===== src/rtl/config_access_ctrl.sv =====
// Qualifies the static-config bits of the RAM_IO config-access BELs and hands the
// settled mode word to the SoC over a valid/ack handshake, re-qualifying on later changes.
module config_access_ctrl #(
    parameter int NUM_TILES     = 4,
    parameter int BITS_PER_TILE = 4,
    parameter int STABLE_CYCLES = 8,
    parameter int MAX_RETRY     = 3
) (
    input  logic                               CLK,
    input  logic                               resetn,
    input  logic                               config_done,
    input  logic [NUM_TILES*BITS_PER_TILE-1:0] C_bits,
    output logic [NUM_TILES*BITS_PER_TILE-1:0] mode_word,
    output logic                               mode_valid,
    input  logic                               mode_ack,
    output logic                               busy,
    output logic                               err_unstable
);

    localparam int W       = NUM_TILES * BITS_PER_TILE;
    localparam int CNT_W   = $clog2(STABLE_CYCLES + 1);
    localparam int RETRY_W = $clog2(MAX_RETRY + 1);

    typedef enum logic [2:0] {
        S_IDLE,
        S_SETTLE,
        S_PRESENT,
        S_DONE,
        S_ERROR
    } state_t;

    state_t             state;
    logic [W-1:0]       snapshot;
    logic [CNT_W-1:0]   cnt;
    logic [RETRY_W-1:0] retry;

    // Outputs are assigned together with each transition so they always reflect the next state.
    always_ff @(posedge CLK) begin
        if (!resetn) begin
            state        <= S_IDLE;
            mode_word    <= '0;
            mode_valid   <= 1'b0;
            busy         <= 1'b0;
            err_unstable <= 1'b0;
            snapshot     <= '0;
            cnt          <= '0;
            retry        <= '0;
        end else if (state != S_IDLE && !config_done) begin
            // Losing the configuration aborts everything, including an ack in this cycle.
            state        <= S_IDLE;
            mode_word    <= '0;
            mode_valid   <= 1'b0;
            busy         <= 1'b0;
            err_unstable <= 1'b0;
        end else begin
            case (state)
                S_IDLE: begin
                    if (config_done) begin
                        state    <= S_SETTLE;
                        snapshot <= C_bits;
                        cnt      <= '0;
                        retry    <= '0;
                        busy     <= 1'b1;
                    end
                end
                S_SETTLE: begin
                    if (C_bits == snapshot) begin
                        cnt <= cnt + CNT_W'(1);
                        if (cnt == CNT_W'(STABLE_CYCLES - 1)) begin
                            state      <= S_PRESENT;
                            mode_word  <= snapshot;
                            mode_valid <= 1'b1;
                        end
                    end else if (retry == RETRY_W'(MAX_RETRY - 1)) begin
                        state        <= S_ERROR;
                        busy         <= 1'b0;
                        err_unstable <= 1'b1;
                    end else begin
                        snapshot <= C_bits;
                        cnt      <= '0;
                        retry    <= retry + RETRY_W'(1);
                    end
                end
                S_PRESENT: begin
                    if (mode_ack) begin
                        state      <= S_DONE;
                        mode_valid <= 1'b0;
                        busy       <= 1'b0;
                    end
                end
                S_DONE: begin
                    // A later change (partial reconfiguration) restarts qualification; the old word stays visible.
                    if (C_bits != mode_word) begin
                        state    <= S_SETTLE;
                        snapshot <= C_bits;
                        cnt      <= '0;
                        retry    <= '0;
                        busy     <= 1'b1;
                    end
                end
                S_ERROR: begin
                end
                default: begin
                    state        <= S_IDLE;
                    mode_word    <= '0;
                    mode_valid   <= 1'b0;
                    busy         <= 1'b0;
                    err_unstable <= 1'b0;
                end
            endcase
        end
    end

endmodule


===== config.mk =====
export PLATFORM = sky130hd
export DESIGN_NAME = config_access_ctrl
export DESIGN_NICKNAME = d
export VERILOG_FILES = /design/src/rtl/config_access_ctrl.sv
export SDC_FILE = /design/constraint.sdc
export NUM_CORES = 1
export LEC_CHECK = 0
export BUFFER_PORTS_ARGS = -buffer_cell sky130_fd_sc_hd__buf_4
export CORE_UTILIZATION = 37
export DETAILED_ROUTE_END_ITERATION = 16
export MAX_ROUTING_LAYER = met4
export PLACE_DENSITY = 0.53
export SLEW_MARGIN = 10
export SYNTH_ARGS = -nofsm -noshare
export SYNTH_HDL_FRONTEND = slang
export SYNTH_SLANG_ARGS = --single-unit

===== constraint.sdc =====
create_clock -name CLK -period 3 [get_ports CLK]
set_input_delay 0.45 -clock CLK [delete_from_list [all_inputs] [get_ports CLK]]
set_output_delay 0.45 -clock CLK [all_outputs]
set_load 0.02 [all_outputs]

==> metrics.txt, run 1 <==
number of flops mapped to enable cells by yosys 0; # H-tree levels 2; worst-path cell chain nand2b_1, nor2_1, buf_4, o21ai_1, o211ai_4, mux2i_1; PostCTS Resize Cnt 0; synth warn 0; kind of start point of the critical path register; initial antenna violation count 0; die width 82.5 µm; Syn Area/Cell about 8.6 µm²; Layout Utilization 0.465; DR vias slightly below 2000; top cells by area, synth dfxtp_1 (37%), mux2i_1 (15%), xor2_1 (11%); Mapped Area 2400 µm²; WP data required roughly 3.2 ns; Hold Buf Count CTS 0; Clk network pwr share 0.364; Initial Util 0.393; Worst Hold Class input port to register; switching fraction of total power 0.264; syn_nets 302; cts bufs inserted 5; Setup crit end kind register; share of the synthesized area in the top cell type 0.367; Net Sw Power approximately 0.33 mW; drt drc 0; fin crit share 0.730; critical path's slowest cell dfxtp_1; P_leak approximately 1.3 nW; Pins Over Slew Limit 0; post-synthesis cell type count 34; final wirelength approximately 5600 µm; Seq pwr share 0.496; remaining antenna violation count 0; Final nets approximately 340; buffers added on ports 38; RD Place Congestion about 0.81; clock latency on the worst-skew pair ~0.30 ns; Synth area leader dfxtp_1; CTS root buffer clkbuf_8; CP Class register to register; critical path fanouts, max 25; max incr delay on CP 0.55 ns; largest net degree at the start of global routing 46; power per cell area 440 nW/µm²; Slew @ Worst Pin between 0.7 and 0.8 ns; total grt overflow 0; Fin. Hold Viols 0; Max transition margin 0.495; fill cell count 642; CTS Sinks between 40 and 50; Synth Instances 280; Placement Cell Area between 2000 and 3000 µm²; final count of negative-setup-slack endpoints 0; multi-input combinational cell area around 1400 µm²; outcome completed; Starting DRT DRC Count just under 90; global-route wire length before repair roughly 9400 µm; Main synth FF type dfxtp_1; #FFs+latches synth 44; MaxCap Viol Count 0; Final Skew 0.00779 ns; I/O Pins 39; Internal Pwr Total between 0.9 and 1 mW; core outline area approximately 6000 µm²; asr flop ratio synth 0; Max clock buf depth 2; total track usage 0.193; vias in the first global route approximately 1900; CTS tree built; row cnt 28; number of antenna diodes 0; routed len/inst approximately 14 µm; Area Growth Syn to Fin 18.3%; Worst-path clk slew approximately 0.09 ns; die height slightly above 80 µm; post-route cell area between 2000 and 3000 µm²; vias per inst 5.06; Comb pwr share 0.140; min cycle time layout between 2 and 2.5 ns; die area between 6000 and 7000 µm²; Sum Neg Setup Slack 0 ns; Fmax 0.457 GHz; postcts setup bufs 0; Critical Path AT around 2.4 ns; worst vdd ir about 230 µV; register area share after synthesis 0.367; Final HPWL DP 3970 µm; share of cells above drive strength 1 0.185; RSZ-0062 raised after global routing no; DRT Pass-1 Iters 4; FF+latch area approximately 900 µm²
-- layout by cell type (no fill, tap or decap), drive strengths merged --
cell / instances
nand2: 63
dfxtp: 44
buf: 42
mux2i: 37
xor2: 29
nand3: 24
a21oi: 9
o21ai: 9
nor2: 8
nor4: 7
clkbuf: 6
nand2b: 4
xnor2: 3
nor3: 3
nand3b: 3
o22ai: 3
inv: 3
nand4: 3
nor2b: 2
o21a: 2
or3: 2
ha: 2
and3: 1
nand4b: 1
o211ai: 1
a211oi: 1
clkinv: 1
bufinv: 1
-- cells by family (layout without fill, tap and decap cells) --
group                    after synthesis  count (layout)  share of synthesized area
adder cells (fa/ha/maj)                2               2                     0.0104
AND/OR/NAND/NOR                      121             121                      0.247
flip-flops                            44              44                      0.367
multiplexers                          37              37                      0.154
AO/OA/AOI/OAI                         25              25                     0.0652
XOR/XNOR                              32              32                      0.117
buffers and inverters                 19              53                     0.0386
-- final cells by class --
type / instances / area share
tap: 75 / 0.0331
multi-input combinational: 217 / 0.503
sequential: 44 / 0.311
clock buffer: 6 / 0.0256
inverter: 3 / 0.00397
clock inverter: 2 / 0.0124
timing repair buffer: 42 / 0.111
-- power groups by stage --
stage               sequential [mW]  combinational [mW]  clock [mW]
CTS                           0.620               0.177       0.472
global route                  0.623               0.196       0.498
floorplan                     0.629               0.117           0
finish                        0.620               0.174       0.455
global placement              0.634               0.176           0
detailed placement            0.634               0.176           0
-- critical path: cells and delay by family, from the launching register on --
family          cells  cell delay (ns)
compound gates      2             0.61
buf+inv             1             0.32
flops               1             0.55
simple gates        2             0.37
mux                 1             0.25
-- path summary, 6_finish.rpt --
path                                  start                          to  slack [ns]  cells past startpoint
setup / recovery      state[0]$_SDFFE_PP0P_  mode_word[11]$_SDFFE_PP0P_        0.81                      6
hold reg to reg   err_unstable$_SDFFE_PP0P_   err_unstable$_SDFFE_PP0P_        0.45                      2
hold / removal                    C_bits[4]    snapshot[4]$_SDFFE_PN0P_        0.42                      3
setup reg to reg      state[0]$_SDFFE_PP0P_  mode_word[11]$_SDFFE_PP0P_        0.81                      6
-- metrics by stage --
| step | setup WS, ns | std cells | total power, mW | hold WS [ns] |
|---|---|---|---|---|
| 6_report | 0.811 | 389 | 1.25 | 0.419 |
| 5_1_grt | 0.587 | 389 | 1.32 | 0.408 |
| 4_1_cts | 0.821 | 389 | 1.27 | 0.407 |
| 2_1_floorplan | 1.09 | 280 | 0.745 | 0.435 |
| 3_3_place_gp | 0.622 | 381 | 0.809 | 0.439 |
| 3_5_place_dp | 0.596 | 381 | 0.810 | 0.443 |
-- flip-flops by register name, summed over array words and instances (netlist names) --
name / count
busy: 1
cnt: 4
err_unstable: 1
mode_valid: 1
mode_word: 16
retry: 2
snapshot: 16
state: 3
-- cell usage after synthesis (2+ instances only) --
cell and n:
a21oi_1 9, buf_2 2, buf_6 2, clkbuf_1 10
dfxtp_1 44, ha_1 2, inv_1 2, mux2i_1 37
nand2_1 63, nand2b_1 4, nand3_1 24, nand3b_1 3
nand4_1 2, nor2_1 8, nor2b_1 2, nor3_1 3
nor4_1 3, nor4_2 4, o21a_1 2, o21ai_0 4
o21ai_1 4, o22ai_1 3, or3_1 2, xnor2_1 3
xor2_1 29
-- metal layers --
layer	routed length, µm	global-route usage	part of all wire
met3	250	0.0473	0.045
met1	2590	0.244	0.46
met4	37	0.0448	0.0066
met5	0	-	0
met2	2720	0.311	0.49
No activity file was read; power rests on OpenSTA's default activity.
==> run 2: changes to the inputs <==
==> constraint.sdc (replaced) <==
create_clock -name CLK -period 2.1 [get_ports CLK]
set_input_delay 0.315 -clock CLK [delete_from_list [all_inputs] [get_ports CLK]]
set_output_delay 0.315 -clock CLK [all_outputs]
set_load 0.02 [all_outputs]
==> run 2 against run 1 <==
- first-iteration DRC count grew 10%
- sequential cell count is the same
- worst hold slack lost 0.14 ns
- cell count grew 2.3%
- critical path depth is the same
- largest cell class unchanged
==> metrics.txt, run 2 (same netlist as run 1, synthesis figures left out) <==
outcome completed; max incr delay on CP 0.39 ns (-0.16 ns); total grt overflow 0 (unchanged); share of cells above drive strength 1 0.217 (+0.0320); row cnt 28 (unchanged); number of antenna diodes 0 (unchanged); Final HPWL DP 4270 µm (+7.7%); worst-path cell chain xor2_1, nor4_2, nand4_4, o21ai_2, o211ai_4, mux2i_1; final count of negative-setup-slack endpoints 0 (unchanged); P_leak 1.34 nW (+3.5%); Worst Hold Endpoint snapshot[14]$_SDFFE_PN0P_; RSZ-0062 raised after global routing no; Largest regs mode_word x16, snapshot x16, cnt x4; clock latency on the worst-skew pair 0.31 ns (about the same); drt drc 0 (unchanged); fin crit share 0.940 (+0.211); commonest non-fill, non-tap cell in the layout nand2_1; die area 6810 µm² (unchanged); metal2 WL 2700 µm (-0.73%); vias in the first global route 1817 (-5.1%); PostCTS Resize Cnt 0 (unchanged); Fin. Hold Viols 0 (unchanged); worst hold stages 3 (unchanged); core outline area 6100 µm² (unchanged); Final Skew 0.00650 ns (-0.00129 ns); Setup crit end kind register; final wirelength 5890 µm (+5.0%); post-route cell area 2910 µm² (+2.5%); vias per inst 5.04 (-0.37%); most frequent cells in the layout nand2_1 (63), buf_4 (50), dfxtp_1 (44); Critical Path AT 2.14 ns (-0.27 ns); kind of start point of the critical path register; Slew @ Worst Pin 0.830 ns (+0.0762 ns); worst vdd ir 253 µV (+8.9%); total track usage 0.195 (+0.00163); DRT Pass-1 Iters 4 (unchanged); routed len/inst 14.8 µm (+2.7%); largest net degree at the start of global routing 45 (-2.2%); CP Class register to register; I/O Pins 39 (unchanged); Hold Buf Count CTS 0 (unchanged); Initial Util 0.393 (unchanged); Placement Cell Area 2810 µm² (+2.9%); buffers added on ports 38 (unchanged); power per cell area 594 nW/µm² (+35%); min cycle time layout 1.97 ns (-0.215 ns); RD Place Congestion 0.854 (+4.9%); postcts setup bufs 0 (unchanged); CTS root buffer clkbuf_8; RR Startpoint snapshot[5]$_SDFFE_PN0P_; pre-CTS WS -0.0125 ns (-0.609 ns); met3 wire len 166 µm (-34%); # H-tree levels 2 (unchanged); Pins Over Slew Limit 0 (unchanged); DR vias 2006 (+1.9%); Max clock buf depth 2 (unchanged); Top Layer Used met4; die width 82.5 µm (unchanged); CTS Sinks 44 (unchanged); cts bufs inserted 5 (unchanged); Worst Hold Slack 0.280 ns (-0.139 ns); routed metal-1 wire length 2940 µm (+13%); global-route wire length before repair 9310 µm (-0.87%); Starting DRT DRC Count 98 (+10%); initial antenna violation count 0 (unchanged); Final nets 344 (+2.7%); critical path fanouts, max 16 (-36%); Worst-path clk slew 0.09 ns (about the same); remaining antenna violation count 0 (unchanged); CTS tree built; FF-to-FF End mode_word[1]$_SDFFE_PP0P_; Worst Hold Class input port to register; Max transition margin 0.444 (-0.0510); Final WS setup 0.125 ns (-0.685 ns); Fmax 0.506 GHz (+11%); Area Growth Syn to Fin 21.2%; r2r setup slk 0.13 ns (-0.69 ns); fill cell count 629 (-2.0%); WP data required 2.26 ns (-0.96 ns); critical path's slowest cell nor4_2; Tot Pwr 1.73 mW (+38%); MaxCap Viol Count 0 (unchanged); die height 82.5 µm (unchanged); worst-case reg-to-reg path depth 6 (unchanged); HP Start C_bits[14]
run 2: changes by cell type in the layout (fill, tap and decap cells not counted):
| cell | change |
|---|---|
| nor2b_2 | +1 |
| nor2b_1 | -1 |
| bufinv_16 | -1 |
| nor2_2 | +1 |
| buf_4 | +8 |
| buf_12 | +1 |
| clkbuf_1 | -1 |
| nor2_1 | -1 |
| clkbuf_8 | +1 |
| clkinv_2 | +1 |
run 2: through the flow:
stage / std cells / TNS [ns] / util
4_1_cts: 398 / 0 / 0.476
2_1_floorplan: 280 / 0 / -
3_3_place_gp: 390 / 0 / 0.461
3_5_place_dp: 390 / -0.0212 / 0.461
6_report: 398 / 0 / 0.477
5_1_grt: 398 / 0 / 0.477
run 2: worst max-delay path by stage:
stage / endpoint / depth (start not counted) / start / slack (ns)
floorplan: retry[0]$_SDFFE_PN0P_ / 8 / mode_word[8]$_SDFFE_PP0P_ / 0.31
global placement: mode_word[5]$_SDFFE_PP0P_ / 7 / C_bits[5] / 0.05
detailed placement: mode_word[1]$_SDFFE_PP0P_ / 7 / C_bits[1] / -0.01
CTS: mode_word[1]$_SDFFE_PP0P_ / 5 / state[0]$_SDFFE_PP0P_ / 0.06
global route: mode_word[1]$_SDFFE_PP0P_ / 6 / snapshot[5]$_SDFFE_PN0P_ / 0.005
finish: mode_word[1]$_SDFFE_PP0P_ / 6 / snapshot[5]$_SDFFE_PN0P_ / 0.13
run 2: per-layer routing:
metal	GRT usage	up-vias
li1	-	1036
met1	0.263	937
met2	0.293	28
met3	0.0363	5
met4	0.0621	0
met5	-	-
run 2: power by group:
| part | switching, mW | total, mW | internal [mW] |
|---|---|---|---|
| Clock | 0.305 | 0.568 | 0.263 |
| Sequential | 0.0228 | 0.882 | 0.859 |
| Combinational | 0.160 | 0.275 | 0.114 |
run 2: final cells by class:
type                    count  area (µm²)  share of cell area
multi-input cells         217        1430               0.493
clock inverters             2        10.0             0.00344
clock buffers               6        82.6              0.0284
well taps                  75        93.8              0.0323
repair buffers             51         395               0.136
flip-flops and latches     44         881               0.303
inverters                   3        11.3             0.00387
run 2: worst max-delay path, delay by kind of cell (launching register included):
family           cells  cell delay (ns)
multiplexers         1             0.22
AO/OA/AOI/OAI        2             0.51
XOR/XNOR             1             0.19
AND/OR/NAND/NOR      2             0.57
flip-flops           1             0.34
==> run 3: changes to the inputs <==
--- a/config.mk
+++ b/config.mk
@@ -6,6 +6,7 @@
 export NUM_CORES = 1
 export LEC_CHECK = 0
 export BUFFER_PORTS_ARGS = -buffer_cell sky130_fd_sc_hd__buf_4
+export CORE_ASPECT_RATIO = 1.4
 export CORE_UTILIZATION = 37
 export DETAILED_ROUTE_END_ITERATION = 16
 export MAX_ROUTING_LAYER = met4
==> run 3 against run 2 <==
- critical path type unchanged
- highest routed layer unchanged
- cell count decreased by 1.0%
- sequential cell count unchanged
- worst hold slack improved by 0.0019 ns
- critical path depth increased by 1
- die area about the same
- non-clock buffer count decreased by 1
- core utilization decreased by 0.80 points
==> metrics.txt, run 3 (same netlist as run 1, synthesis figures left out) <==
Max transition margin 0.701 (+0.257); Fin. Hold Viols 0 (unchanged); Slew @ Worst Pin 0.444 ns (-0.385 ns); WP data required 2.27 ns (about the same); number of antenna diodes 0 (unchanged); die width 70.0 µm (-15%); Final WS setup 0.174 ns (+0.0491 ns); Starting DRT DRC Count 76 (-22%); vias in the first global route 1992 (+9.6%); fin crit share 0.917 (-0.0234); Sum Neg Setup Slack 0 ns (unchanged); CTS root buffer clkbuf_8; Hold Buf Count CTS 0 (unchanged); final wirelength 5840 µm (-0.83%); core outline area 6250 µm² (+2.6%); buffers added on ports 38 (unchanged); RD Place Congestion 0.804 (-5.8%); Pins Over Slew Limit 0 (unchanged); Tot Pwr 1.85 mW (+7.2%); max incr delay on CP 0.38 ns (about the same); Worst Hold Class input port to register; outcome completed; routed len/inst 14.8 µm (+0.17%); largest net degree at the start of global routing 26 (-42%); CTS tree built; kind of start point of the critical path register; HP Start C_bits[13]; Worst Hold Endpoint snapshot[13]$_SDFFE_PN0P_; Fmax 0.519 GHz (+2.6%); Setup crit end kind register; DRT Pass-1 Iters 4 (unchanged); Area Growth Syn to Fin 22.3%; Initial Util 0.383 (-0.00991); DR vias 2033 (+1.3%); total track usage 0.182 (-0.0129); r2r setup slk 0.17 ns (+0.05 ns); PostCTS Resize Cnt 0 (unchanged); Final nets 343 (-0.29%); CTS Sinks 44 (unchanged); most frequent cells in the layout nand2_1 (63), buf_4 (48), dfxtp_1 (44); postcts setup bufs 0 (unchanged); # H-tree levels 2 (unchanged); share of cells above drive strength 1 0.208 (-0.00864); Largest regs mode_word x16, snapshot x16, cnt x4; die height 97.2 µm (+18%); P_leak 1.35 nW (+0.75%); Critical Path AT 2.10 ns (-0.04 ns); MaxCap Viol Count 0 (unchanged); Worst-path clk slew 0.09 ns (about the same); pre-CTS WS 0.0669 ns (+0.0794 ns); final count of negative-setup-slack endpoints 0 (unchanged); worst path bufs/invs 1 (+1); CP top delay family simple AND/OR/NAND/NOR gates; worst hold stages 3 (unchanged); FF-to-FF End cnt[0]$_SDFFE_PN0P_; I/O Pins 39 (unchanged); fill cell count 640 (+1.7%); initial antenna violation count 0 (unchanged); critical path fanouts, max 7 (-9); Final Skew 0.0100 ns (+0.00349 ns); worst-case reg-to-reg path depth 7 (+1); RR Startpoint snapshot[1]$_SDFFE_PN0P_; clock latency on the worst-skew pair 0.30 ns (about the same); critical path's slowest cell nor4_2; Max clock buf depth 2 (unchanged); cts bufs inserted 5 (unchanged); power per cell area 631 nW/µm² (+6.3%); die area 6810 µm² (about the same); worst-path cell chain xor2_1, nor4_2, nand4_4, buf_4, nand3_1, nor2b_1, o22ai_1; remaining antenna violation count 0 (unchanged); CP Class register to register; min cycle time layout 1.93 ns (-0.0491 ns); drt drc 0 (unchanged); vias per inst 5.16 (+2.4%); row cnt 34 (+21%); total grt overflow 0 (unchanged); RSZ-0062 raised after global routing no; global-route wire length before repair 9600 µm (+3.2%); commonest non-fill, non-tap cell in the layout nand2_1; Final HPWL DP 4300 µm (+0.71%); worst vdd ir 323 µV (+27%)
run 3: worst reg2reg max path, stage by stage, from the launching register on:
cell and delay (ns):
dfxtp_1 0.34, xor2_1 0.19, nor4_2 0.39, nand4_4 0.17, buf_4 0.20, nand3_1 0.10, nor2b_1 0.28, o22ai_1 0.14
run 3: area by class of cell:
class                           count  area (µm²)  share of cell area
Sequential cell                    44         881               0.300
Multi-Input combinational cell    217        1430               0.487
Clock buffer                        6        82.6              0.0282
Clock inverter                      2        38.8              0.0132
Inverter                            3        11.3             0.00384
Tap cell                           72        90.1              0.0307
Timing Repair Buffer               50         400               0.137
run 3: worst max path at each step:
stage                                   start               endpoint  cells after the start
floorplan           mode_word[8]$_SDFFE_PP0P_  retry[0]$_SDFFE_PN0P_                      8
global placement                   C_bits[10]  retry[1]$_SDFFE_PN0P_                      8
detailed placement                  C_bits[1]    cnt[0]$_SDFFE_PN0P_                      8
CTS                  snapshot[1]$_SDFFE_PN0P_    cnt[0]$_SDFFE_PN0P_                      7
global route         snapshot[1]$_SDFFE_PN0P_    cnt[0]$_SDFFE_PN0P_                      7
finish               snapshot[1]$_SDFFE_PN0P_    cnt[0]$_SDFFE_PN0P_                      7
run 3: per-layer routing:
layer	up-vias	track usage	part of all wire
met3	7	0.0270	0.027
met4	0	0.0600	0.014
li1	1030	-	-
met2	38	0.324	0.53
met5	-	-	0
met1	958	0.205	0.43
run 3: where the power goes:
part           internal (mW)  total, mW  switching [mW]
logic                  0.109      0.263           0.154
registers              0.859      0.885          0.0253
clock network          0.390      0.702           0.313
total                   1.36       1.85           0.492
run 3: metrics by stage:
| step | cells | util | instance area [µm²] | hold WS, ns |
|---|---|---|---|---|
| 2_1_floorplan | 280 | - | 2400 | 0.435 |
| 3_3_place_gp | 386 | 0.449 | 2810 | 0.443 |
| 3_5_place_dp | 386 | 0.449 | 2810 | 0.448 |
| 4_1_cts | 394 | 0.469 | 2930 | 0.274 |
| 5_1_grt | 394 | 0.469 | 2930 | 0.286 |
| 6_report | 394 | 0.469 | 2930 | 0.282 |
